--- src/rtl/hb_load_store_unit_if.sv ---
// Interface bundle for hb_load_store_unit: the core-side request/response
// handshake and the data-RAM bus port.
// slave  : the load/store unit's own view (takes requests, drives the bus).
// master : the surrounding environment (execute stage plus data RAM).
interface hb_load_store_unit_if;
  // core-side request
  logic        req;
  logic        req_we;
  logic [2:0]  req_funct3;
  logic [31:0] req_addr;
  logic [31:0] req_wdata;
  // core-side response
  logic        busy;
  logic        done;
  logic        err;
  logic [31:0] rdata;
  // data-RAM bus
  logic [31:0] bus_raddr;
  logic [31:0] bus_waddr;
  logic [31:0] bus_wdata;
  logic [1:0]  bus_write_width;
  logic        bus_ren;
  logic        bus_wen;
  logic [31:0] bus_rdata;
  logic        bus_read_finish;
  logic        bus_write_finish;

  modport slave (
    input  req, req_we, req_funct3, req_addr, req_wdata,
    output busy, done, err, rdata,
    output bus_raddr, bus_waddr, bus_wdata, bus_write_width, bus_ren, bus_wen,
    input  bus_rdata, bus_read_finish, bus_write_finish
  );

  modport master (
    output req, req_we, req_funct3, req_addr, req_wdata,
    input  busy, done, err, rdata,
    input  bus_raddr, bus_waddr, bus_wdata, bus_write_width, bus_ren, bus_wen,
    output bus_rdata, bus_read_finish, bus_write_finish
  );
endinterface

--- src/rtl/hb_load_store_unit.sv ---
// RV32I load/store unit in front of the data-RAM port on the high-speed bus.
// Accepts one request in IDLE, rejects illegal funct3 / misaligned accesses
// without touching the bus, performs a single read or write, and returns
// the load result sign/zero-extended from the right-aligned RAM data.
// Optional macro HB_LSU_TIMEOUT_EN: bounds the bus wait to TIMEOUT_CYCLES
// cycles and reports err on expiry; without it the unit waits forever.
module hb_load_store_unit #(
  parameter int unsigned TIMEOUT_CYCLES = 16
) (
  input  logic                 hb_clk,
  input  logic                 hb_rst,
  hb_load_store_unit_if.slave  lsu
);

  if (TIMEOUT_CYCLES < 2) begin : g_bad_timeout
    $error("hb_load_store_unit: TIMEOUT_CYCLES must be at least 2");
  end

  typedef enum logic [2:0] {
    IDLE,
    RD_ISSUE,
    RD_WAIT,
    WR_ISSUE,
    RESP
  } state_t;

  state_t      state_q, state_d;
  logic        we_q, we_d;
  logic [2:0]  f3_q, f3_d;
  logic        err_q, err_d;
  logic [31:0] rdata_q, rdata_d;
  logic [31:0] raddr_q, raddr_d;
  logic [31:0] waddr_q, waddr_d;
  logic [31:0] wdata_q, wdata_d;
  logic [1:0]  width_q, width_d;
  logic        illegal;
  logic [31:0] ext_data;

`ifdef HB_LSU_TIMEOUT_EN
  localparam int unsigned CW = (TIMEOUT_CYCLES > 2) ? $clog2(TIMEOUT_CYCLES) : 1;
  localparam logic [CW-1:0] CNT_LAST = CW'(TIMEOUT_CYCLES - 1);
  logic [CW-1:0] cnt_q, cnt_d;
`endif

  // Legality of the incoming request (funct3 encoding and alignment).
  always_comb begin
    illegal = 1'b0;
    case (lsu.req_funct3)
      3'b000:  illegal = 1'b0;
      3'b001:  illegal = lsu.req_addr[0];
      3'b010:  illegal = |lsu.req_addr[1:0];
      3'b100:  illegal = lsu.req_we;
      3'b101:  illegal = lsu.req_we | lsu.req_addr[0];
      default: illegal = 1'b1;
    endcase
  end

  // Truncate and extend the right-aligned RAM data per the latched funct3.
  always_comb begin
    ext_data = lsu.bus_rdata;
    case (f3_q)
      3'b000:  ext_data = {{24{lsu.bus_rdata[7]}}, lsu.bus_rdata[7:0]};
      3'b100:  ext_data = {24'h0, lsu.bus_rdata[7:0]};
      3'b001:  ext_data = {{16{lsu.bus_rdata[15]}}, lsu.bus_rdata[15:0]};
      3'b101:  ext_data = {16'h0, lsu.bus_rdata[15:0]};
      default: ext_data = lsu.bus_rdata;
    endcase
  end

  // Next-state and datapath update.
  always_comb begin
    state_d = state_q;
    we_d    = we_q;
    f3_d    = f3_q;
    err_d   = err_q;
    rdata_d = rdata_q;
    raddr_d = raddr_q;
    waddr_d = waddr_q;
    wdata_d = wdata_q;
    width_d = width_q;
`ifdef HB_LSU_TIMEOUT_EN
    cnt_d   = '0;
`endif
    case (state_q)
      IDLE: begin
        if (lsu.req) begin
          we_d  = lsu.req_we;
          f3_d  = lsu.req_funct3;
          err_d = illegal;
          if (illegal) begin
            state_d = RESP;
          end else if (lsu.req_we) begin
            waddr_d = lsu.req_addr;
            wdata_d = lsu.req_wdata;
            width_d = lsu.req_funct3[1:0];
            state_d = WR_ISSUE;
          end else begin
            raddr_d = lsu.req_addr;
            state_d = RD_ISSUE;
          end
        end
      end
      RD_ISSUE: begin
        state_d = RD_WAIT;
      end
      RD_WAIT: begin
        if (lsu.bus_read_finish) begin
          rdata_d = ext_data;
          state_d = RESP;
        end
`ifdef HB_LSU_TIMEOUT_EN
        else if (cnt_q == CNT_LAST) begin
          err_d   = 1'b1;
          state_d = RESP;
        end else begin
          cnt_d = cnt_q + 1'b1;
        end
`endif
      end
      WR_ISSUE: begin
        if (lsu.bus_write_finish) begin
          state_d = RESP;
        end
`ifdef HB_LSU_TIMEOUT_EN
        else if (cnt_q == CNT_LAST) begin
          err_d   = 1'b1;
          state_d = RESP;
        end else begin
          cnt_d = cnt_q + 1'b1;
        end
`endif
      end
      RESP: begin
        state_d = IDLE;
      end
      default: begin
        state_d = IDLE;
      end
    endcase
  end

  // State and datapath registers with synchronous reset.
  always_ff @(posedge hb_clk) begin
    if (hb_rst) begin
      state_q <= IDLE;
      we_q    <= 1'b0;
      f3_q    <= '0;
      err_q   <= 1'b0;
      rdata_q <= '0;
      raddr_q <= '0;
      waddr_q <= '0;
      wdata_q <= '0;
      width_q <= '0;
`ifdef HB_LSU_TIMEOUT_EN
      cnt_q   <= '0;
`endif
    end else begin
      state_q <= state_d;
      we_q    <= we_d;
      f3_q    <= f3_d;
      err_q   <= err_d;
      rdata_q <= rdata_d;
      raddr_q <= raddr_d;
      waddr_q <= waddr_d;
      wdata_q <= wdata_d;
      width_q <= width_d;
`ifdef HB_LSU_TIMEOUT_EN
      cnt_q   <= cnt_d;
`endif
    end
  end

  // Strobes decode straight from the state so reset drops them at the next edge.
  always_comb begin
    lsu.busy            = (state_q != IDLE);
    lsu.done            = (state_q == RESP);
    lsu.err             = (state_q == RESP) & err_q;
    lsu.rdata           = rdata_q;
    lsu.bus_ren         = (state_q == RD_ISSUE);
    lsu.bus_wen         = (state_q == WR_ISSUE);
    lsu.bus_raddr       = raddr_q;
    lsu.bus_waddr       = waddr_q;
    lsu.bus_wdata       = wdata_q;
    lsu.bus_write_width = width_q;
  end

  // we_q is kept for debug visibility of the accepted operation type.
  logic unused_we;
  assign unused_we = we_q;

endmodule
--- src/flat_wrapper.sv ---
// flat-port wrapper written by rule: the top's interface ports become plain ports
module hb_load_store_unit_flat 
#(
  parameter int unsigned TIMEOUT_CYCLES = 16
)
  (hb_clk, hb_rst, lsu_req, lsu_req_we, lsu_req_funct3, lsu_req_addr, lsu_req_wdata, lsu_busy, lsu_done, lsu_err, lsu_rdata, lsu_bus_raddr, lsu_bus_waddr, lsu_bus_wdata, lsu_bus_write_width, lsu_bus_ren, lsu_bus_wen, lsu_bus_rdata, lsu_bus_read_finish, lsu_bus_write_finish);
  hb_load_store_unit_if lsu_i ();
  input  logic hb_clk;
  input  logic hb_rst;
  input wire logic [$bits(lsu_i.req)-1:0] lsu_req;
  input wire logic [$bits(lsu_i.req_we)-1:0] lsu_req_we;
  input wire logic [$bits(lsu_i.req_funct3)-1:0] lsu_req_funct3;
  input wire logic [$bits(lsu_i.req_addr)-1:0] lsu_req_addr;
  input wire logic [$bits(lsu_i.req_wdata)-1:0] lsu_req_wdata;
  output wire logic [$bits(lsu_i.busy)-1:0] lsu_busy;
  output wire logic [$bits(lsu_i.done)-1:0] lsu_done;
  output wire logic [$bits(lsu_i.err)-1:0] lsu_err;
  output wire logic [$bits(lsu_i.rdata)-1:0] lsu_rdata;
  output wire logic [$bits(lsu_i.bus_raddr)-1:0] lsu_bus_raddr;
  output wire logic [$bits(lsu_i.bus_waddr)-1:0] lsu_bus_waddr;
  output wire logic [$bits(lsu_i.bus_wdata)-1:0] lsu_bus_wdata;
  output wire logic [$bits(lsu_i.bus_write_width)-1:0] lsu_bus_write_width;
  output wire logic [$bits(lsu_i.bus_ren)-1:0] lsu_bus_ren;
  output wire logic [$bits(lsu_i.bus_wen)-1:0] lsu_bus_wen;
  input wire logic [$bits(lsu_i.bus_rdata)-1:0] lsu_bus_rdata;
  input wire logic [$bits(lsu_i.bus_read_finish)-1:0] lsu_bus_read_finish;
  input wire logic [$bits(lsu_i.bus_write_finish)-1:0] lsu_bus_write_finish;
  assign lsu_i.req = lsu_req;
  assign lsu_i.req_we = lsu_req_we;
  assign lsu_i.req_funct3 = lsu_req_funct3;
  assign lsu_i.req_addr = lsu_req_addr;
  assign lsu_i.req_wdata = lsu_req_wdata;
  assign lsu_busy = lsu_i.busy;
  assign lsu_done = lsu_i.done;
  assign lsu_err = lsu_i.err;
  assign lsu_rdata = lsu_i.rdata;
  assign lsu_bus_raddr = lsu_i.bus_raddr;
  assign lsu_bus_waddr = lsu_i.bus_waddr;
  assign lsu_bus_wdata = lsu_i.bus_wdata;
  assign lsu_bus_write_width = lsu_i.bus_write_width;
  assign lsu_bus_ren = lsu_i.bus_ren;
  assign lsu_bus_wen = lsu_i.bus_wen;
  assign lsu_i.bus_rdata = lsu_bus_rdata;
  assign lsu_i.bus_read_finish = lsu_bus_read_finish;
  assign lsu_i.bus_write_finish = lsu_bus_write_finish;
  hb_load_store_unit #(.TIMEOUT_CYCLES(TIMEOUT_CYCLES)) u_core (.hb_clk(hb_clk), .hb_rst(hb_rst), .lsu(lsu_i));
endmodule
--- config.mk ---
export PLATFORM = sky130hd
export DESIGN_NAME = hb_load_store_unit_flat
export DESIGN_NICKNAME = d
export VERILOG_FILES = /design/src/rtl/hb_load_store_unit_if.sv /design/src/rtl/hb_load_store_unit.sv /design/src/flat_wrapper.sv
export SDC_FILE = /design/constraint.sdc
export NUM_CORES = 1
export LEC_CHECK = 0
export CAP_MARGIN = 25
export CORE_UTILIZATION = 47
export DETAILED_ROUTE_END_ITERATION = 12
export DONT_BUFFER_PORTS = 1
export GPL_TIMING_DRIVEN = 0
export HOLD_SLACK_MARGIN = 0.06
export MAX_ROUTING_LAYER = met4
export PLACE_DENSITY = 0.61
export SLEW_MARGIN = 25
export SYNTH_ARGS = -nofsm -noshare
export SYNTH_HDL_FRONTEND = slang
export SYNTH_SLANG_ARGS = --single-unit
--- constraint.sdc ---
create_clock -name hb_clk -period 3.07 [get_ports hb_clk]
set_input_delay 0.4605 -clock hb_clk [delete_from_list [all_inputs] [get_ports hb_clk]]
set_output_delay 0.4605 -clock hb_clk [all_outputs]
set_load 0.02 [all_outputs]
# Word-level counts from Yosys, hierarchy flattened
# Index checks and enable logic that the tools add are counted.
# word_totals
inputBits,105
wordCells,44
reg_bits,137
# op_classes
n_mux,8
reduce_logical,10
n_bitwise,4
n_eq_ne,14
# ops
operator,n
32-bit one-hot mux with 4 select lines,1
"3-bit == test, second input constant",5
3-bit two-way mux,4
3-bit one-hot mux with 4 select lines,1
"3-bit by 1-bit == test with 1-bit output, second input constant",3
"3-bit by 2-bit == test with 1-bit output, second input constant",3
3-bit logical NOT,3
4-bit AND reduction,2
1-bit one-hot mux with 5 select lines,1
"2-bit != test, second input constant",2
2-bit AND reduction,2
3-bit AND reduction,1
3-bit nonzero test,1
2-bit two-way mux,1
"2-bit by 1-bit != test with 1-bit output, second input constant",1
1-bit NOT,2
2-bit OR reduction,1
1-bit bitwise AND,1
1-bit bitwise OR,1

# Logic depth before layout (Yosys ltp)
# Gate-level depths: netlist (run 1).
# depth
word_depth,5
ltp_mapped,8

# Least setup slack after synthesis (run 1)
# OpenSTA, ideal clock, no wires.
# synth_timing
path_kind,register -> register
start,register u_core.state_q[2]
end,"register u_core.waddr_q[11], in the netlist u_core.lsu.bus_waddr[11]"
required_time_ns,2.938
slack_ns,1.107
path_stages_with_launch,9
arrival_time_ns,1.831
n_path_buf,4
path_cell_list,dfxtp_1 buf_2 or4b_1 buf_4 a211o_1 buf_2 buf_2 nand2_1 a21oi_1
# synth_via
elab_chain_len,2
# synth_lines
item,line_no,text
from (decl),hb_load_store_unit.sv:27,"state_t state_q, state_d;"
from (signal assigned),hb_load_store_unit.sv:158,state_q <= state_d;
3-bit logical NOT,hb_load_store_unit.sv:84,case (state_q)
4-bit AND reduction (no source line),n/a,
to (signal assigned),hb_load_store_unit.sv:164,waddr_q <= waddr_d;
to (decl),hb_load_store_unit.sv:33,"logic [31:0] waddr_q, waddr_d;"
# Every way passes these cells.
# A chain may end at the register's enable or synchronous reset.

# Final worst setup path (run 1)
# layout_timing
start,register u_core.state_q[1]
end,output lsu_err
# layout_via
elab_chain_len,2
# layout_lines
item,line_no,text
3-bit == test,n/a,
via lsu_done,flat_wrapper.sv:16,output wire logic [$bits(lsu_i.done)-1:0] lsu_done;
1-bit bitwise AND,hb_load_store_unit.sv:177,lsu.err = (state_q == RESP) & err_q;
to (decl),flat_wrapper.sv:17,output wire logic [$bits(lsu_i.err)-1:0] lsu_err;
# The timed path passes the listed nets, and every way through them passes these cells.

==> results of run 1 <==
[state kept, by name (all words and copies together), names as in the netlist]
signal / cells
u_core.lsu.bus_waddr: 32
u_core.lsu.rdata: 32
u_core.state_q: 3
u_core.lsu.bus_write_width: 2
u_core.lsu.bus_wdata: 32
u_core.lsu.bus_raddr: 32
u_core.f3_q: 3
u_core.err_q: 1
[area by class of cell]
cell class / count / area [um^2] / share of cell area
sequential: 137 / 2740 / 0.435
buffer: 52 / 248 / 0.0393
multi-input combinational: 434 / 2050 / 0.326
tap: 136 / 170 / 0.0270
clock inverter: 13 / 191 / 0.0304
clock buffer: 19 / 432 / 0.0685
inverter: 1 / 3.75 / 0.000596
timing repair buffer: 46 / 460 / 0.0731
[per-stage QoR]
step	area, um^2	utilization
global route	6300	0.607
floorplan	5040	-
CTS	6300	0.607
finish	6300	0.607
detailed placement	5220	0.503
global placement	5220	0.503
[worst max-delay path by stage]
stage / start / endpoint / slack [ps] / depth (start not counted)
after global routing: u_core.state_q[1]$_SDFFE_PP0P_ / lsu_err / 410 / 3
final: u_core.state_q[1]$_SDFFE_PP0P_ / lsu_err / 480 / 3
after global placement: lsu_req_funct3[2] / u_core.lsu.bus_raddr[12]$_SDFFE_PP0P_ / 920 / 5
after detailed placement: lsu_req_funct3[2] / u_core.lsu.bus_raddr[14]$_SDFFE_PP0P_ / 860 / 5
after floorplan: u_core.state_q[2]$_SDFFE_PP0P_ / u_core.lsu.bus_waddr[11]$_SDFFE_PP0P_ / 1110 / 8
after CTS: u_core.state_q[1]$_SDFFE_PP0P_ / lsu_err / 440 / 3
[power breakdown]
| group | switching [mW] | internal [mW] | leakage [nW] |
|---|---|---|---|
| Sequential | 0.136 | 1.86 | 1.11 |
| Clock | 0.775 | 1.35 | 0.296 |
| Combinational | 0.259 | 0.161 | 0.737 |
[routing by layer]
| layer | GRT usage | share of wire | up-vias |
|---|---|---|---|
| li1 | - | - | 2225 |
| met1 | 0.298 | 0.42 | 2097 |
| met3 | 0.0915 | 0.089 | 18 |
| met5 | - | 0 | - |
| met4 | 0.0962 | 0.017 | 0 |
| met2 | 0.413 | 0.48 | 192 |
[critical path: cells and delay by family, from the launching register on]
family	cells	cell delay [ps]
buffers and inverters	1	200
DFF	1	310
and+or+nand+nor	2	1110
[kinds of logic (layout without fill, tap and decap cells)]
logic type | after synthesis | count (layout) | synth area share
flip-flops | 137 | 137 | 0.544
AND/OR/NAND/NOR | 275 | 275 | 0.217
multiplexers | 6 | 6 | 0.0119
buffers and inverters | 53 | 131 | 0.0498
AO/OA/AOI/OAI | 153 | 153 | 0.178
[cells in the final DEF, fill, tap and decap left out, drive strengths merged]
master	n
o211a	1
nand2b	1
clkinvlp	3
nand3	1
clkbuf	52
a311oi	8
nor3	18
nor2	31
mux2i	6
a2bb2oi	1
buf	19
o22a	1
dlygate4sd3	46
and2	2
a211oi	20
or4	1
nand2	214
a21oi	107
and3	1
a21o	1
dfxtp	137
clkinv	2
inv	5
nor3b	2
a31oi	1
o21ai	9
or4b	2
bufinv	4
or3	2
a221o	1
a211o	3
==> results.tsv, run 1 <==
stage	metric	value	unit
power_and_ir_drop	PwrDens	721	nW/um^2
cts	CTS Buf Count	17	
cts	clk buf depth	2	
setup_path	Worst EP required	2610	ps
global_route	GRT Resource Usage Total	0.258	
cts	H-tree levels	4	
setup_path	CP peak stage delay	740	ps
hold_path	Cells on Worst Hold Path	2	
floorplan	row count	37	
power_and_ir_drop	maximum vdd drop	0.345	mV
cts	CTS tree	built	
synthesis	unique cell type count in the Yosys netlist	33	
floorplan	Ports	240	
synthesis	Yosys warnings	0	
sta	Setup WS post-layout	475	ps
sta	crit path time final	2590	ps
setup_path	reg2reg setup slack	880	ps
synthesis	Post-synth EDFFs	0	
setup_path	crit path capture type	primary output	
floorplan	Initial Util	0.486	
routing	DR pass1 iterations	5	
synthesis	leading cell type by number of instances after synthesis	nand2_1	
sta	Setup violations, final	0	
sta	fmax	385	MHz
synthesis	Mapped Area	5040	um^2
place	RePlAce Congestion	0.822	
synthesis	Cells after Synth	624	
synthesis	post-synth top area share	0.544	
routing	final WL	14.2	mm
cts	CTS clock-pin slew for the worst setup and hold paths	60	ps
setup_path	worst path cell trace	clkbuf_1 > nor3b_1 > and2_1	
global_route	vias in the first global route	4343	
synthesis	Synth area leader	dfxtp_1	
global_route	largest net degree at the start of global routing	17	
routing	DR vias	4532	
hold_path	Worst Hold Launch	lsu_req_addr[15]	
cts	post-CTS sizing	0	
routing	DRC	0	
synthesis	Synth Register Bits	137	
floorplan	Die Wd	106	um
setup_path	crit path max fanout	10	
cells_and_area	post-route insts no fill	838	
cells_and_area	Area growth, synth to finish	24.9	%
setup_path	worst endpoint data arrival time	2130	ps
place	DP Cell Count	760	
sta	period utilization	0.845	
synthesis	syn avg cell area	8.08	um^2
routing	via/cell ratio	5.41	
hold_path	hold crit path type	input port to flip-flop	
setup_path	Reg2Reg Depth	6	
sta	hold slack	78.4	ps
floorplan	die boundary height	106	um
routing	DRT iter0 DRCs	218	
global_route	total gr overflow	0	
synthesis	Main synth FF type	dfxtp_1	
synthesis	Mapped Nets	729	
floorplan	Die Area	11200	um^2
setup_path	Worst R2R Start	u_core.f3_q[0]$_SDFFE_PP0P_	
routing	routed length per instance	16.9	um
place	I/O Buffers	0	
sta	clk_skew	8.37	ps
floorplan	Core ar.	10400	um^2
routing	Final ANT Viol Nets	0	
setup_path	FF-to-FF End	u_core.lsu.rdata[24]$_SDFFE_PP0P_	
cts	postcts setup bufs	0	
synthesis	largest cells by area after synthesis	dfxtp_1 (54%), nand2_1 (16%), a21oi_1 (11%)	
power_and_ir_drop	overall power	4.54	mW
cells_and_area	fill cell count	916	
sta	Hold Fails Final Rpt	0	
cts	CTS Hold Bufs	46	
power_and_ir_drop	leakage	2.14	nW
hold_path	Hold Path Sink	u_core.lsu.bus_raddr[15]$_SDFFE_PP0P_	
setup_path	crit path kind	flip-flop to primary output	
cells_and_area	n_diodes	0	
cts	root buf cell	clkbuf_8	
run_status	status	finished clean	
sta	setup repair after global routing missed its margin	false	
cells_and_area	share of cells above drive strength 1	0.0741	
synthesis	most frequent cells after synthesis	nand2_1 (214), dfxtp_1 (137), a21oi_1 (107)	
global_route	first-pass GRT wire length	21.7	mm
place	hpwl dp	10.1	mm
sta	Max Slew Vio Count	0	
synthesis	sequential element share of the synthesized area	0.544	
cells_and_area	fin nets	794	
sta	slew at the pin with the worst max-slew slack	854	ps
cts	clk sinks	137	
setup_path	slowest CP cell	nor3b_1	
synthesis	ys async rst share	0	
place	pre-CTS setup slack	856	ps
run	Max-Cap Viols	0	
cts	clock insertion delay at the later pin of the skew report	520	ps
global_route	initial antenna violation count	0	
setup_path	crit path launch type	flip-flop	
sta	Max transition margin	0.429	
sta	setup TNS	0	ps
No activity file was read; power rests on OpenSTA's default activity.
==> run 2: changes to the inputs <==
- clock period: 3.07 -> 2.4 ns (I/O delays scaled with it)
==> run 2 against run 1 <==
Against the previous run:
- design area rose by 6.4%
- non-clock buffer count rose by 39
- sequential share of layout area fell by 2.6 points
- utilization rose by 3.9 points
- global-route usage rose by 1.2 points
- combinational power rose by 44%
- die area did not move
- clock skew fell by 1.2 ps
- via count rose by 4.0%
- total power rose by 29%
- largest power group unchanged
==> results.tsv, run 2 (synthesized netlist as in run 1, its figures left out) <==
stage	metric	value	unit	change
power_and_ir_drop	switching component of the power	1.52	mW	was 1.17 mW
setup_path	worst endpoint data arrival time	1890	ps	was 2130 ps
routing	via/cell ratio	5.37		was 5.41
cts	CTS Buf Count	17		unchanged
power_and_ir_drop	leakage	2.31	nW	was 2.14 nW
routing	WL met2	7.06	mm	was 6.74 mm
cells_and_area	most frequent cells in the layout	nand2_1 (214), dfxtp_1 (137), a21oi_1 (107)		unchanged
global_route	vias in the first global route	4633		was 4343
cts	H-tree levels	4		unchanged
routing	top routing layer used	met4		unchanged
sta	Hold Fails Final Rpt	0		unchanged
place	hpwl dp	10.1	mm	unchanged
power_and_ir_drop	Sw Ratio	0.258		about the same
floorplan	Die Wd	106	um	unchanged
cts	clock insertion delay at the later pin of the skew report	520	ps	about the same
place	RePlAce Congestion	0.822		unchanged
cells_and_area	n_diodes	0		unchanged
hold_path	hold crit path type	input port to flip-flop		unchanged
cts	root buf cell	clkbuf_8		unchanged
place	I/O Buffers	0		unchanged
power_and_ir_drop	Clk pwr share	0.462		was 0.468
cts	CTS clock-pin slew for the worst setup and hold paths	60	ps	about the same
sta	fmax	445	MHz	
cells_and_area	fill cell count	849		was 916
routing	DR vias	4713		was 4532
floorplan	Ports	240		unchanged
global_route	GRT Resource Usage Total	0.270		was 0.258
cts	clk buf depth	2		unchanged
run_status	status	finished clean		unchanged
run	Max-Cap Viols	0		unchanged
setup_path	worst path cell trace	clkbuf_1 > nor3b_1		was clkbuf_1 > nor3b_1 > and2_1
routing	metal3 WL	1.32	mm	was 1.26 mm
sta	setup repair after global routing missed its margin	false		unchanged
global_route	total gr overflow	0		unchanged
global_route	largest net degree at the start of global routing	17		unchanged
sta	period utilization	0.937		
routing	M1 WL	6.12	mm	was 5.91 mm
routing	final WL	14.8	mm	was 14.2 mm
setup_path	Worst EP required	2040	ps	was 2610 ps
routing	DRT iter0 DRCs	265		was 218
global_route	first-pass GRT wire length	22.8	mm	was 21.7 mm
cts	CTS tree	built		unchanged
routing	DR pass1 iterations	5		unchanged
setup_path	CP peak stage delay	720	ps	was 740 ps
setup_path	crit path kind	flip-flop to primary output		unchanged
cells_and_area	most common cell after layout, fill and taps aside	nand2_1		unchanged
floorplan	Die Area	11200	um^2	unchanged
power_and_ir_drop	overall power	5.87	mW	was 4.54 mW
sta	crit path time final	2250	ps	
setup_path	crit path max fanout	10		unchanged
cells_and_area	share of cells above drive strength 1	0.0729		was 0.0741
power_and_ir_drop	Sequential Power Share	0.435		was 0.440
power_and_ir_drop	share of total power in combinational logic	0.103		was 0.093
floorplan	Initial Util	0.486		unchanged
routing	Final ANT Viol Nets	0		unchanged
cts	clk sinks	137		unchanged
setup_path	crit path capture type	primary output		unchanged
floorplan	die boundary height	106	um	unchanged
cells_and_area	post-layout util	0.646		was 0.607
routing	routed length per instance	16.9	um	about the same
floorplan	row count	37		unchanged
sta	slew at the pin with the worst max-slew slack	806	ps	was 854 ps
cells_and_area	fin nets	833		was 794
floorplan	Core ar.	10400	um^2	unchanged
sta	clk_skew	7.17	ps	was 8.37 ps
setup_path	slowest CP cell	nor3b_1		unchanged
sta	Max transition margin	0.462		was 0.429
setup_path	crit path launch type	flip-flop		unchanged
sta	Setup violations, final	0		unchanged
sta	Max Slew Vio Count	0		unchanged
sta	setup TNS	0	ps	unchanged
power_and_ir_drop	PwrDens	877	nW/um^2	was 721 nW/um^2
routing	DRC	0		unchanged
power_and_ir_drop	cell internal pwr	4.36	mW	was 3.37 mW
cells_and_area	Area growth, synth to finish	32.8	%	was 24.9%
global_route	initial antenna violation count	0		unchanged
power_and_ir_drop	maximum vdd drop	0.442	mV	was 0.345 mV
run 2: cell count changes in the layout (fill, tap and decap cells not counted), sizes merged:
cell	delta
dlygate4sd3	+39
run 2: through the flow:
stage,instance area [um^2],cells,hold slack [ps],setup slack [ps]
floorplan,5040,624,455,437
global placement,5220,760,482,261
detailed placement,5220,760,490,191
CTS,6690,877,70.7,140
global route,6700,877,83.3,48.3
finish,6700,877,92.9,152
run 2: layout make-up:
| class | count | area (um^2) | share of cell area |
|---|---|---|---|
| sequential | 137 | 2740 | 0.409 |
| multi-input combinational | 434 | 2060 | 0.308 |
| tap | 136 | 170 | 0.0254 |
| buffer | 52 | 248 | 0.0370 |
| inverter | 1 | 3.75 | 0.000560 |
| timing repair buffer | 85 | 851 | 0.127 |
| clock inverter | 13 | 191 | 0.0286 |
| clock buffer | 19 | 432 | 0.0644 |
run 2: power groups by stage:
stage / Sequential [mW] / Combinational (mW) / Clock [mW]
final: 2.56 / 0.605 / 2.71
after global routing: 2.57 / 0.674 / 2.85
after CTS: 2.56 / 0.599 / 2.76
after detailed placement: 2.61 / 0.470 / 0
after global placement: 2.60 / 0.453 / 0
after floorplan: 2.58 / 0.374 / 0
run 2: repair_timing:
action / 4_1_cts / 5_1_grt
gates resized for setup: 1 / 1
setup endpoints to repair: 1 / 1
buffers inserted: 0 / 0
endpoints found under the hold margin: 118 / 0
hold buffers: 85 / 0
gates cloned: 0 / 0
run 2: path summary, 6_finish.rpt:
path                                                startpoint                                    end  slack (ps)  depth (start not counted)
worst max-delay path            u_core.state_q[1]$_SDFFE_PP0P_                            lsu_bus_wen         150                          2
worst min-delay path                         lsu_bus_rdata[21]      u_core.lsu.rdata[21]$_SDFFE_PP0P_          90                          2
worst max register to register  u_core.state_q[2]$_SDFFE_PP0P_  u_core.lsu.bus_raddr[14]$_SDFFE_PP0P_         210                          7
worst min register to register       u_core.err_q$_SDFFE_PP0P_              u_core.err_q$_SDFFE_PP0P_         500                          2
run 2: per-layer routing:
| layer | vias up | GRT usage |
|---|---|---|
| met5 | - | - |
| met4 | 0 | 0.103 |
| met3 | 22 | 0.0878 |
| met2 | 221 | 0.438 |
| met1 | 2168 | 0.312 |
| li1 | 2302 | - |
run 2: critical path: cells and delay by family, from the launching register on:
kind	cells	cell delay, ps
flops	1	320
buf+inv	1	330
simple gates	1	720
==> run 3: changes to the inputs <==
- ABC_AREA: default -> 1
- CORE_UTILIZATION: 47 -> 63
- PLACE_DENSITY: 0.61 -> 0.78
==> run 3 against run 2 <==
Against the previous run:
- register-to-register slack gained 410 ps
- die area shrank 17%
- critical path type unchanged
- final cell count grew 21%
- maximum frequency grew 7.7%
- clock skew shrank 0.87 ps
- design area grew 8.4%
- synthesized area grew 10%
- sequential cell count is the same
- first-iteration DRC count grew 9.8%
- sequential power grew 6%
- via count grew 21%
==> results.tsv, run 3 <==
stage	metric	value	unit	change
floorplan	die boundary height	96.0	um	was 106 um
floorplan	Die Area	9210	um^2	was 11200 um^2
routing	final WL	17.3	mm	was 14.8 mm
sta	slew at the pin with the worst max-slew slack	737	ps	was 806 ps
routing	DR pass1 iterations	5		unchanged
routing	DRT iter0 DRCs	291		was 265
cts	clock insertion delay at the later pin of the skew report	510	ps	was 520 ps
cells_and_area	post-route insts no fill	1058		was 877
routing	DRC	0		unchanged
cts	CTS tree	built		unchanged
synthesis	Yosys warnings	0		unchanged
routing	via/cell ratio	5.40		was 5.37
sta	fmax	479	MHz	was 445 MHz
cells_and_area	Multi-input gate area	2180	um^2	was 2060 um^2
sta	crit path time final	2090	ps	was 2250 ps
sta	Max transition margin	0.505		was 0.462
global_route	first-pass GRT wire length	26.2	mm	was 22.8 mm
setup_path	crit path launch type	flip-flop		unchanged
synthesis	Cells after Synth	825		was 624
power_and_ir_drop	PwrDens	827	nW/um^2	was 877 nW/um^2
setup_path	crit path max fanout	5		was 10
synthesis	Synth Area in Compound Gates	0.0623		was 0.178
setup_path	worst path cell trace	inv_1 > nor3_1		was clkbuf_1 > nor3b_1
synthesis	Simple-Gate Fraction of Synth Area	0.330		was 0.217
setup_path	CP peak stage delay	590	ps	was 720 ps
sta	setup TNS	0	ps	unchanged
synthesis	Synth Area in XOR/XNOR	0		unchanged
cells_and_area	most common cell after layout, fill and taps aside	nand2_1		unchanged
synthesis	Mapped Area	5560	um^2	was 5040 um^2
cts	CTS clock-pin slew for the worst setup and hold paths	60	ps	about the same
place	I/O Buffers	0		unchanged
synthesis	syn avg cell area	6.74	um^2	was 8.08 um^2
synthesis	unique cell type count in the Yosys netlist	25		was 33
setup_path	crit path capture type	primary output		unchanged
sta	setup repair after global routing missed its margin	false		unchanged
setup_path	instance count on the critical path	2		unchanged
sta	Setup violations, final	0		unchanged
setup_path	crit path kind	flip-flop to primary output		unchanged
floorplan	Die Wd	96.0	um	was 106 um
routing	Final ANT Viol Nets	0		unchanged
synthesis	Synth Area in Adders	0		unchanged
cts	postcts setup bufs	0		unchanged
synthesis	largest cells by area after synthesis	dfxtp_1 (49%), nand2_1 (15%), nor2_1 (15%)		was dfxtp_1 (54%), nand2_1 (16%), a21oi_1 (11%)
setup_path	Worst EP required	2040	ps	about the same
cells_and_area	share of cells above drive strength 1	0.0661		was 0.0729
setup_path	slowest CP cell	nor3_1		was nor3b_1
setup_path	Critical path buffers and inverters	1		unchanged
synthesis	multiplexer share of the synthesized area	0		was 0.0119
global_route	total gr overflow	0		unchanged
cts	H-tree levels	4		unchanged
global_route	vias in the first global route	5680		was 4633
setup_path	Reg2Reg Depth	5		was 7
global_route	largest net degree at the start of global routing	17		unchanged
cts	clk sinks	137		unchanged
synthesis	Mapped Nets	930		was 729
cells_and_area	Reg area	2740	um^2	unchanged
hold_path	hold crit path type	input port to flip-flop		unchanged
synthesis	most frequent cells after synthesis	nand2_1 (229), nor2_1 (218), dfxtp_1 (137)		was nand2_1 (214), dfxtp_1 (137), a21oi_1 (107)
run_status	status	finished clean		unchanged
cells_and_area	fill cell count	470		was 849
cts	root buf cell	clkbuf_8		unchanged
synthesis	largest family of logic cells by synthesized area	simple AND/OR/NAND/NOR gates		unchanged
synthesis	sequential element share of the synthesized area	0.493		was 0.544
routing	DR vias	5709		was 4713
setup_path	worst endpoint data arrival time	1730	ps	was 1890 ps
global_route	initial antenna violation count	0		unchanged
synthesis	Main synth FF type	dfxtp_1		unchanged
sta	Hold Fails Final Rpt	0		unchanged
cells_and_area	Area growth, synth to finish	30.5	%	was 32.8%
place	RePlAce Congestion	0.927		was 0.822
cts	CTS Buf Count	17		unchanged
synthesis	post-synth top area share	0.493		was 0.544
place	hpwl dp	10.2	mm	was 10.1 mm
place	DP Cell Count	930		was 760
power_and_ir_drop	maximum vdd drop	0.568	mV	was 0.442 mV
sta	clk_skew	6.30	ps	was 7.17 ps
synthesis	leading cell type by number of instances after synthesis	nand2_1		unchanged
synthesis	Synth area leader	dfxtp_1		unchanged
power_and_ir_drop	leakage	3.63	nW	was 2.31 nW
hold_path	Cells on Worst Hold Path	2		unchanged
synthesis	Post-synth EDFFs	0		unchanged
run	Max-Cap Viols	0		unchanged
synthesis	Synth Register Bits	137		unchanged
cells_and_area	fin nets	1047		was 833
cells_and_area	n_diodes	0		unchanged
setup_path	cell family with most CP delay	simple AND/OR/NAND/NOR gates		unchanged
routing	routed length per instance	16.4	um	was 16.9 um
sta	Max Slew Vio Count	0		unchanged
cells_and_area	most frequent cells in the layout	nand2_1 (229), nor2_1 (218), dfxtp_1 (137)		was nand2_1 (214), dfxtp_1 (137), a21oi_1 (107)
cts	clk buf depth	2		unchanged
floorplan	Initial Util	0.664		was 0.486
global_route	GRT Resource Usage Total	0.386		was 0.270
floorplan	Core ar.	8380	um^2	was 10400 um^2
sta	period utilization	0.870		was 0.937
synthesis	ys async rst share	0		unchanged
floorplan	Ports	240		unchanged
floorplan	row count	33		was 37
[run 3: cell families after synthesis]
group | Yosys count
AO/OA/AOI/OAI | 68
flip-flops | 137
buffers and inverters | 153
AND/OR/NAND/NOR | 467
[run 3: final cells by class]
| class | instances | share of cell area |
|---|---|---|
| Inverter | 112 | 0.0579 |
| Sequential cell | 137 | 0.378 |
| Clock inverter | 13 | 0.0236 |
| Clock buffer | 17 | 0.0570 |
| Multi-Input combinational cell | 535 | 0.301 |
| Tap cell | 105 | 0.0181 |
| Buffer | 41 | 0.0298 |
| Timing Repair Buffer | 98 | 0.135 |
[run 3: worst reg2reg max path, delay by kind of cell, from the launching register on]
kind / cells / cell delay (ps)
simple gates: 3 / 890
flops: 1 / 440
buf+inv: 1 / 170
compound gates: 1 / 140
[run 3: power by group]
group	leakage [nW]	internal (mW)	switching [mW]
Combinational	2.24	0.278	0.429
Sequential	1.11	2.43	0.283
Clock	0.281	1.58	1.00
[run 3: path summary, 6_finish.rpt]
check,start,endpoint,slack [ps]
setup / recovery,u_core.state_q[0]$_SDFFE_PP0P_,lsu_bus_ren,310
hold / removal,lsu_req_funct3[1],u_core.f3_q[1]$_SDFFE_PP0P_,70
setup reg to reg,u_core.state_q[1]$_SDFFE_PP0P_,u_core.lsu.rdata[11]$_SDFFE_PP0P_,620
hold reg to reg,u_core.f3_q[2]$_SDFFE_PP0P_,u_core.f3_q[2]$_SDFFE_PP0P_,480
[run 3: layer usage]
| metal | GRT usage | vias to the layer above | wire length [um] |
|---|---|---|---|
| li1 | - | 2679 | - |
| met1 | 0.371 | 2608 | 6020 |
| met2 | 0.690 | 345 | 8850 |
| met3 | 0.113 | 77 | 1650 |
| met4 | 0.215 | 0 | 786 |
| met5 | - | - | 0 |
[run 3: through the flow]
| step | utilization | hold WS [ps] | power (mW) | area [um^2] | setup WS (ps) |
|---|---|---|---|---|---|
| final | 0.866 | 70.5 | 6.00 | 7260 | 313 |
| after floorplan | - | 429 | 3.14 | 5560 | 984 |
| after CTS | 0.866 | 62.4 | 5.96 | 7260 | 322 |
| after detailed placement | 0.679 | 435 | 3.27 | 5690 | 695 |
| after global routing | 0.866 | 75.4 | 6.21 | 7260 | 244 |
| after global placement | 0.679 | 431 | 3.24 | 5690 | 719 |
[run 3: timing repair]
action	4_1_cts	5_1_grt
hold buffers	98	0
gates resized for setup	0	0
hold endpoints to repair	133	0
